===== config.mk =====
export PLATFORM = sky130hd
export DESIGN_NAME = mux_arbiter
export DESIGN_NICKNAME = d
export VERILOG_FILES = /design/src/rtl/mux_arb_pkg.sv /design/src/rtl/mux_arbiter_mux.sv /design/src/rtl/mux_arbiter.sv
export SDC_FILE = /design/constraint.sdc
export NUM_CORES = 1
export LEC_CHECK = 0
export ABC_CLOCK_PERIOD_IN_PS = 2100
export CORE_UTILIZATION = 44
export CTS_CLUSTER_SIZE = 20
export DETAILED_ROUTE_END_ITERATION = 10
export PLACE_DENSITY = 0.71
export SLEW_MARGIN = 20
export SYNTH_ARGS = -nofsm -noshare
export SYNTH_HDL_FRONTEND = slang
export SYNTH_SLANG_ARGS = --single-unit

===== constraint.sdc =====
create_clock -name clk -period 2.1 [get_ports clk]
set_clock_uncertainty 0.1 [all_clocks]
set_input_delay 0.63 -clock clk [delete_from_list [all_inputs] [get_ports clk]]
set_output_delay 0.63 -clock clk [all_outputs]
set_load 0.02 [all_outputs]

===== src/rtl/mux_arb_pkg.sv =====
// ============================================================================
//  Module      : mux_arb_pkg
//  Description : Shared types for the two-requester mux arbiter: FSM state
//                encoding and owner encoding (owner value equals mux select).
//  Revision    : 1.0 - initial release
// ============================================================================
`default_nettype none

package mux_arb_pkg;

   // Arbiter FSM states; explicit 2-bit encoding.
   typedef enum logic [1:0] {
      IDLE  = 2'd0,
      OWN_A = 2'd1,
      OWN_B = 2'd2
   } arb_state_e;

   // Owner encoding deliberately matches the mux select value.
   localparam logic OWNER_A = 1'b0;
   localparam logic OWNER_B = 1'b1;

endpackage : mux_arb_pkg

`default_nettype wire


===== src/rtl/mux_arbiter_mux.sv =====
// ============================================================================
//  Module      : mux
//  Description : 1-bit 2:1 multiplexer; sel=0 passes a, sel=1 passes b.
//  Revision    : 1.0 - initial release
// ============================================================================
`default_nettype none

module mux (
   input  logic a,
   input  logic b,
   input  logic sel,
   output logic out
);

   // Pure combinational select; no state in the datapath.
   assign out = sel ? b : a;

endmodule : mux

`default_nettype wire


===== src/rtl/mux_arbiter.sv =====
// ============================================================================
//  Module      : mux_arbiter
//  Description : Two-requester arbiter driving a shared 2:1 mux. Grants are
//                held for at least HOLD_CYCLES; simultaneous requests from
//                idle go to the requester not served last. Handover between
//                owners happens on a single edge with no idle bubble.
//  Config      : define MUX_ARB_TIMEOUT_EN to pre-empt an owner whose grant
//                has lasted MAX_CYCLES while the other side is requesting.
//  Revision    : 1.0 - initial release
// ============================================================================
`default_nettype none

module mux_arbiter
   import mux_arb_pkg::*;
#(
   parameter int HOLD_CYCLES = 4,
   parameter int MAX_CYCLES  = 16
) (
   input  logic clk,
   input  logic rst,
   input  logic req_a,
   input  logic req_b,
   input  logic a,
   input  logic b,
   output logic gnt_a,
   output logic gnt_b,
   output logic sel,
   output logic out
);

   localparam int               CNT_W  = $clog2(MAX_CYCLES + 1);
   localparam logic [CNT_W-1:0] C_HOLD = CNT_W'(HOLD_CYCLES);
   localparam logic [CNT_W-1:0] C_MAX  = CNT_W'(MAX_CYCLES);
   localparam logic [CNT_W-1:0] C_ONE  = CNT_W'(1);
   localparam logic [CNT_W-1:0] C_ZERO = '0;

   arb_state_e       state_q, state_d;
   logic [CNT_W-1:0] hold_cnt_q, hold_cnt_d;
   logic             last_owner_q, last_owner_d;
   logic             sel_q, sel_d;
   logic             gnt_a_q, gnt_a_d;
   logic             gnt_b_q, gnt_b_d;

   logic             w_hold_met;
   logic             w_timeout_a;
   logic             w_timeout_b;
   logic             w_leave_a;
   logic             w_leave_b;

   assign w_hold_met = (hold_cnt_q >= C_HOLD);

`ifdef MUX_ARB_TIMEOUT_EN
   // An owner that has used up MAX_CYCLES yields when the other side waits.
   assign w_timeout_a = (hold_cnt_q >= C_MAX) && req_b;
   assign w_timeout_b = (hold_cnt_q >= C_MAX) && req_a;
`else
   assign w_timeout_a = 1'b0;
   assign w_timeout_b = 1'b0;
`endif

   // Owner leaves once its minimum hold is done and it stopped requesting,
   // or when pre-empted by the timeout.
   assign w_leave_a = (!req_a && w_hold_met) || w_timeout_a;
   assign w_leave_b = (!req_b && w_hold_met) || w_timeout_b;

   // Next-state, hold counter, fairness and registered-output computation.
   always_comb begin
      state_d      = state_q;
      hold_cnt_d   = hold_cnt_q;
      last_owner_d = last_owner_q;
      sel_d        = sel_q;
      gnt_a_d      = 1'b0;
      gnt_b_d      = 1'b0;

      case (state_q)
         IDLE: begin
            // On a tie, the requester that was not served last wins.
            if (req_a && (!req_b || (last_owner_q == OWNER_B))) begin
               state_d = OWN_A;
            end else if (req_b) begin
               state_d = OWN_B;
            end
         end
         OWN_A: begin
            if (w_leave_a) begin
               state_d = req_b ? OWN_B : IDLE;
            end
         end
         OWN_B: begin
            if (w_leave_b) begin
               state_d = req_a ? OWN_A : IDLE;
            end
         end
         default: begin
            state_d = IDLE;
         end
      endcase

      // Counter restarts at 1 on every new ownership, clears in idle,
      // otherwise counts up and saturates at MAX_CYCLES.
      if (state_d == IDLE) begin
         hold_cnt_d = C_ZERO;
      end else if (state_d != state_q) begin
         hold_cnt_d = C_ONE;
      end else if (hold_cnt_q < C_MAX) begin
         hold_cnt_d = hold_cnt_q + C_ONE;
      end

      // Grants and select follow the next state so a handover moves both
      // on the same edge; select keeps its last value while idle.
      case (state_d)
         OWN_A: begin
            last_owner_d = OWNER_A;
            sel_d        = OWNER_A;
            gnt_a_d      = 1'b1;
         end
         OWN_B: begin
            last_owner_d = OWNER_B;
            sel_d        = OWNER_B;
            gnt_b_d      = 1'b1;
         end
         default: begin
            sel_d = sel_q;
         end
      endcase
   end

   // State register with synchronous reset; reset overrides any pending
   // handover or pre-emption.
   always_ff @(posedge clk) begin
      if (rst) begin
         state_q      <= IDLE;
         hold_cnt_q   <= C_ZERO;
         last_owner_q <= OWNER_B;
         sel_q        <= 1'b0;
         gnt_a_q      <= 1'b0;
         gnt_b_q      <= 1'b0;
      end else begin
         state_q      <= state_d;
         hold_cnt_q   <= hold_cnt_d;
         last_owner_q <= last_owner_d;
         sel_q        <= sel_d;
         gnt_a_q      <= gnt_a_d;
         gnt_b_q      <= gnt_b_d;
      end
   end

   assign gnt_a = gnt_a_q;
   assign gnt_b = gnt_b_q;
   assign sel   = sel_q;

   mux u_mux (
      .a   (a),
      .b   (b),
      .sel (sel_q),
      .out (out)
   );

endmodule : mux_arbiter

`default_nettype wire


==> results_dict.tcl, run 1 <==
set metrics [dict create \
    grt.total_usage_pct 20.1 \
    ys_seq_area_share_pct 37.4 \
    syn_nets 71 \
    final_cell_count_no_fill 101 \
    p_leak_uw 0.000370 \
    crit_path_end_kind "register" \
    grt_max_degree 8 \
    ys_ff_latch 11 \
    multi_input_area_um2 402 \
    dr.pass1.iters 2 \
    ir_drop_uv 547 \
    fp.dieW_um 38.6 \
    die-area_mm2 0.00149 \
    synth_area_leaders "dfxtp_1 37%, ha_1 11%, nor2_1 5.1%, nor2b_1 4.3%, mux2i_1 3.4%" \
    via_per_inst 5.16 \
    synth_cell_types 27 \
    dp_hpwl_um 889 \
    max_freq_ghz 0.496 \
    dp.cells 95 \
    antenna_found_initial 0 \
    synthesis.area_um2 588 \
    synthArstFlopShare_pct 0 \
    rr_endpoint "hold_cnt_q[2]$_SDFFE_PP0N_" \
    antenna_left 0 \
    synth_top_cell_by_area "dfxtp_1" \
    slowest_delay_ps 400 \
    whs_path_depth 2 \
    drive_gt1_share_pct 40.2 \
    place_ws_ps -571 \
    finalWeightedCongestion 0.666 \
    initial_core_util_pct 50.2 \
    synthTopCellsByCount "11 x dfxtp_1, 8 x nor2_1, 5 x ha_1" \
    ys.flop_type "dfxtp_1" \
    run_status "finished, final reports clean" \
    synth_top_area_share_pct 37.4 \
    r2r_cells 6 \
    power_density_mw_per_mm2 736 \
    drc 0 \
    cts_made_buffers 3 \
    final_util_pct 73.6 \
    worstPathRequired_ps 2200 \
    maxCapViolCount 0 \
    rsz0062_at_grt "false" \
    fin_crit_ps 2020 \
    wl_um 1170 \
    clk_latency_ps 260 \
    port_buffers 9 \
    pin_count 10 \
    die_y_um 38.6 \
    timing.rr.start "state_q[1]$_SDFF_PP0_" \
    clk_path_buf_depth 2 \
    synth-edff-count 0 \
    maxSlewHeadroom_pct 79.8 \
    nets 99 \
    maxSlewViolCount 0 \
    synthCells 60 \
    hold_path_class "register to register" \
    setup_viol 0 \
    regArea_um2 221 \
    crit_path_start_kind "register" \
    yosys.cell_count.top_type "dfxtp_1" \
    timing.final.crit_share_pct 96.0 \
    num_antenna_cells 0 \
    finalHoldViolCount 0 \
    critPathLaunch "state_q[1]$_SDFF_PP0_" \
    clkSinkCount 11 \
    grt_pass1_wl_um 1970 \
    avgRoutedWirePerCell_um 11.5 \
    cts_tree "done" \
    slowest_stage "o32a_2" \
    path_class "register to register" \
    min_to "sel$_SDFFE_PP0P_" \
    ys_warn_count 0 \
    cts-root-buf "clkbuf_4" \
    row_count 12 \
    path_cells "nand2b_1 -> o32a_2 -> or2_2 -> ha_4 -> a2111o_1 -> nor2_1" \
    clkTransAtPathRegs_ps 60 \
    overflow 0 \
    worst_slack_ps 84.2 \
    htreeDepth 1 \
    crit_fanout 6 \
    holdCritStartpoint "sel$_SDFFE_PP0P_" \
    fillers 98 \
    vias 521 \
    grt_pass1_vias 482 \
    reg2reg_slack_ps 80 \
    synth.avg_cell_area_um2 9.80 \
    arrival_ps 2110 \
    drtIter0Drc 5 \
    worst_slew_pin_slew_ps 303 \
    core_area_mm2 0.00117 \
    areaGrowthSynthToFinish_pct 46.6 \
]
-- worst max path at each step --
stage,to,cells after the start
after detailed placement,hold_cnt_q[1]$_SDFFE_PP0N_,6
final,hold_cnt_q[2]$_SDFFE_PP0N_,6
after global routing,hold_cnt_q[2]$_SDFFE_PP0N_,6
after CTS,hold_cnt_q[1]$_SDFFE_PP0N_,6
after global placement,last_owner_q$_SDFFE_PP1P_,5
after floorplan,last_owner_q$_SDFFE_PP1P_,4
-- sequential cells by signal (all words and copies together), names as in the netlist --
name	count
state_q	2
gnt_b	1
sel	1
hold_cnt_q	5
last_owner_q	1
gnt_a	1
-- what timing repair did --
action | 4_1_cts | 5_1_grt
gates resized for setup | 13 | 10
buffers inserted | 2 | 0
hold buffers | 0 | 0
setup endpoints to repair | 9 | 6
pin swaps | 8 | 3
-- per-layer routing --
layer  share of wire (%)  vias up  track usage [%]
met3                 3.4        4             3.49
met4                 2.0        0             15.5
met1                  47      242             23.0
met5                   0        -                0
met2                  48       12             32.5
li1                    -      263                -
-- metrics by stage --
step                power [µW]  hold slack (ps)  setup TNS [ps]  instance area (µm²)
finish                     634              460               0                  862
detailed placement         461              445           -4690                  792
CTS                        620              467           -50.8                  838
floorplan                  377              413           -30.5                  594
global route               676              516               0                  862
global placement           455              443           -4410                  792
-- critical path: cells and delay by family, from the launching register on --
kind | cells | cell delay (ps)
fa+ha+maj | 1 | 170
compound gates | 2 | 740
flops | 1 | 390
simple gates | 3 | 540
-- power breakdown --
group	internal, µW	switching, µW
sequential	233	19.4
combinational	140	102
clock	73.5	66.1
-- cell type report --
type / count / share of cell area, %
multi-input cells: 46 / 46.6
inverters: 3 / 1.31
well taps: 14 / 2.03
clock buffers: 4 / 3.05
repair buffers: 23 / 21.3
flip-flops and latches: 11 / 25.7
-- cells by family (layout without fill, tap and decap cells) --
group | Yosys count | count (layout) | synth area share, %
AND/OR/NAND/NOR | 26 | 26 | 26.0
flip-flops | 11 | 11 | 37.4
AO/OA/AOI/OAI | 9 | 9 | 14.3
adder cells (fa/ha/maj) | 5 | 5 | 10.6
XOR/XNOR | 3 | 3 | 4.47
multiplexers | 3 | 3 | 5.32
buffers and inverters | 3 | 30 | 1.91
-- cells in the final DEF, fill, tap and decap left out, types with 2 or more instances in the layout --
master           synthesis  final
ha_1                     5      3
dfxtp_1                 11     10
xnor2_1                  2      2
or2_2                    2      2
nand2b_1                 3      3
clkbuf_4                 0      3
mux2i_1                  2      2
inv_1                    3      3
nor3_1                   2      2
clkdlybuf4s50_1          0      4
nand2_1                  2      2
nor2b_1                  4      3
dlygate4sd2_1            0      2
nor2_1                   8      8
buf_4                    0     14
clkbuf_2                 0      2
Power figures use the tool's default switching activity.
==> run 2, diff against run 1 <==
Settings changed: CAP_MARGIN set to 40.
==> results of run 2 <==
The final DEF is identical to that of run 1; final timing and power are the same.
==> run 3, diff against run 2 <==
Settings changed: CORE_AREA set to 2 2 39 41, CORE_UTILIZATION 44 to not set, CTS_BUF_LIST set to sky130_fd_sc_hd__clkbuf_8, CTS_CLUSTER_SIZE 20 to not set, DIE_AREA set to 0 0 41 43.
==> run 3 against run 2 <==
Via count decreased by 4.4%. Hold slack got worse by 7.6 ps. Critical endpoint is now last_owner_q$_SDFFE_PP1P_. Global-route usage decreased by 2.7 points. Sequential cell count unchanged. Maximum frequency decreased by 2.2%. Design area increased by 1.0%. Wire length increased by 5.9%. Die area increased by 19%.
==> results_dict.tcl, run 3 (same netlist as run 1, synthesis figures left out) <==
set metrics [dict create \
    crit_path_end_kind "register" \
    maxCapViolCount 0 \
    pin_count 10 \
    hold_path_class "register to register" \
    ctsHoldBuffers 0 \
    drtIter0Drc 6 \
    p_leak_uw 0.000369 \
    max_freq_ghz 0.485 \
    clk_path_buf_depth 2 \
    finalHoldViolCount 0 \
    stdcell_area_um2 871 \
    rsz0062_at_grt "true" \
    arrival_ps 2080 \
    via_per_inst 4.93 \
    clkTransAtPathRegs_ps 50 \
    core_area_mm2 0.00138 \
    final_common_cell "buf_4" \
    worstPathRequired_ps 2120 \
    clk_latency_ps 230 \
    port_buffers 9 \
    die_y_um 43 \
    place_area_um2 795 \
    path_cells "clkdlybuf4s15_2 -> nor2b_1 -> and3b_1 -> a311oi_4 -> ha_4 -> a211o_1" \
    mostFrequentLayoutCells "12 x buf_4, 11 x dfxtp_1, 8 x nor2_1" \
    crit_fanout 4 \
    worst_slew_pin_slew_ps 319 \
    vias 498 \
    overflow 0 \
    crit_path_start_kind "input pin" \
    post_cts_buffers 0 \
    antenna_left 0 \
    grt_pass1_wl_um 2170 \
    power_uw 688 \
    path_class "input pin to register" \
    maxSlewViolCount 0 \
    nets 97 \
    grt_max_degree 8 \
    place_ws_ps -577 \
    timing.final.crit_share_pct 98.1 \
    fp.dieW_um 41 \
    cts_made_buffers 3 \
    avgRoutedWirePerCell_um 12.2 \
    tns_ps 0 \
    path_buf_inv 1 \
    largest-register "hold_cnt_q" \
    drc 0 \
    row_count 14 \
    cts-root-buf "clkbuf_8" \
    die-area_mm2 0.00176 \
    wl_um 1230 \
    maxSlewHeadroom_pct 78.7 \
    setup_viol 0 \
    slowest_stage "a311oi_4" \
    grt.total_usage_pct 17.4 \
    largest_register_ffs 5 \
    clkSinkCount 11 \
    drive_gt1_share_pct 34.1 \
    num_antenna_cells 0 \
    slowest_delay_ps 350 \
    run_status "finished, final reports clean" \
    ir_drop_uv 649 \
    areaGrowthSynthToFinish_pct 48.1 \
    reg_top3 "hold_cnt_q (5), state_q (2)" \
    power_density_mw_per_mm2 790 \
    initial_core_util_pct 42.5 \
    grt_pass1_vias 535 \
    antenna_found_initial 0 \
    finalWeightedCongestion 0.830 \
    fin_crit_ps 2060 \
    dp.cells 97 \
    crit_family "compound AO/OA/AOI/OAI gates" \
    cts_tree "done" \
    htreeDepth 1 \
    worst_slack_ps 39.3 \
    dr.pass1.iters 4 \
    final_cell_count_no_fill 101 \
]
run 3: stage by stage:
stage	hold WS, ps	util [%]
final	452	62.9
after global routing	497	62.9
after CTS	454	62.7
after detailed placement	424	57.4
after global placement	438	57.4
after floorplan	413	-
run 3: repair_timing:
| action | CTS | global route |
|---|---|---|
| pin swaps | 7 | 3 |
| hold endpoints to repair | 0 | 0 |
| resized for setup | 17 | 1 |
| cloned | 0 | 0 |
| endpoints found under the setup margin | 10 | 6 |
run 3: cell type report:
type / instances / area, µm²
Fill cell: 124 / 513
Multi-Input combinational cell: 46 / 395
Sequential cell: 11 / 220
Timing Repair Buffer: 21 / 179
Clock buffer: 3 / 41.3
Tap cell: 16 / 20.0
Inverter: 3 / 11.3
Clock inverter: 1 / 3.75
run 3: final timing paths:
check             slack [ps]             startpoint  depth (start not counted)                          to
hold reg to reg          450       sel$_SDFFE_PP0P_                          2            sel$_SDFFE_PP0P_
hold / removal           450       sel$_SDFFE_PP0P_                          2            sel$_SDFFE_PP0P_
setup reg to reg         110  state_q[1]$_SDFF_PP0_                          6  hold_cnt_q[1]$_SDFFE_PP0N_
setup / recovery          40                  req_b                          6   last_owner_q$_SDFFE_PP1P_
run 3: per-layer routing:
metal	part of all wire, %	vias up	global-route usage (%)	routed length, µm
li1	-	258	-	-
met3	2.3	0	3.14	28
met1	45	234	22.4	556
met5	0	-	0	0
met4	0	0	2.00	0
met2	53	6	29.7	649
run 3: worst reg2reg max path, stage by stage, from the launching register on:
cell	delay (ps)
dfxtp_1	420
nand2b_1	110
o32a_2	410
or2_4	260
ha_4	160
a2111o_1	350
nor2_1	110
run 3: power by group:
group	total, µW	internal, µW	switching, µW	leakage (µW)
registers	252	233	18.2	0.0000901
logic	233	132	101	0.000252
clock network	204	128	75.6	0.0000269
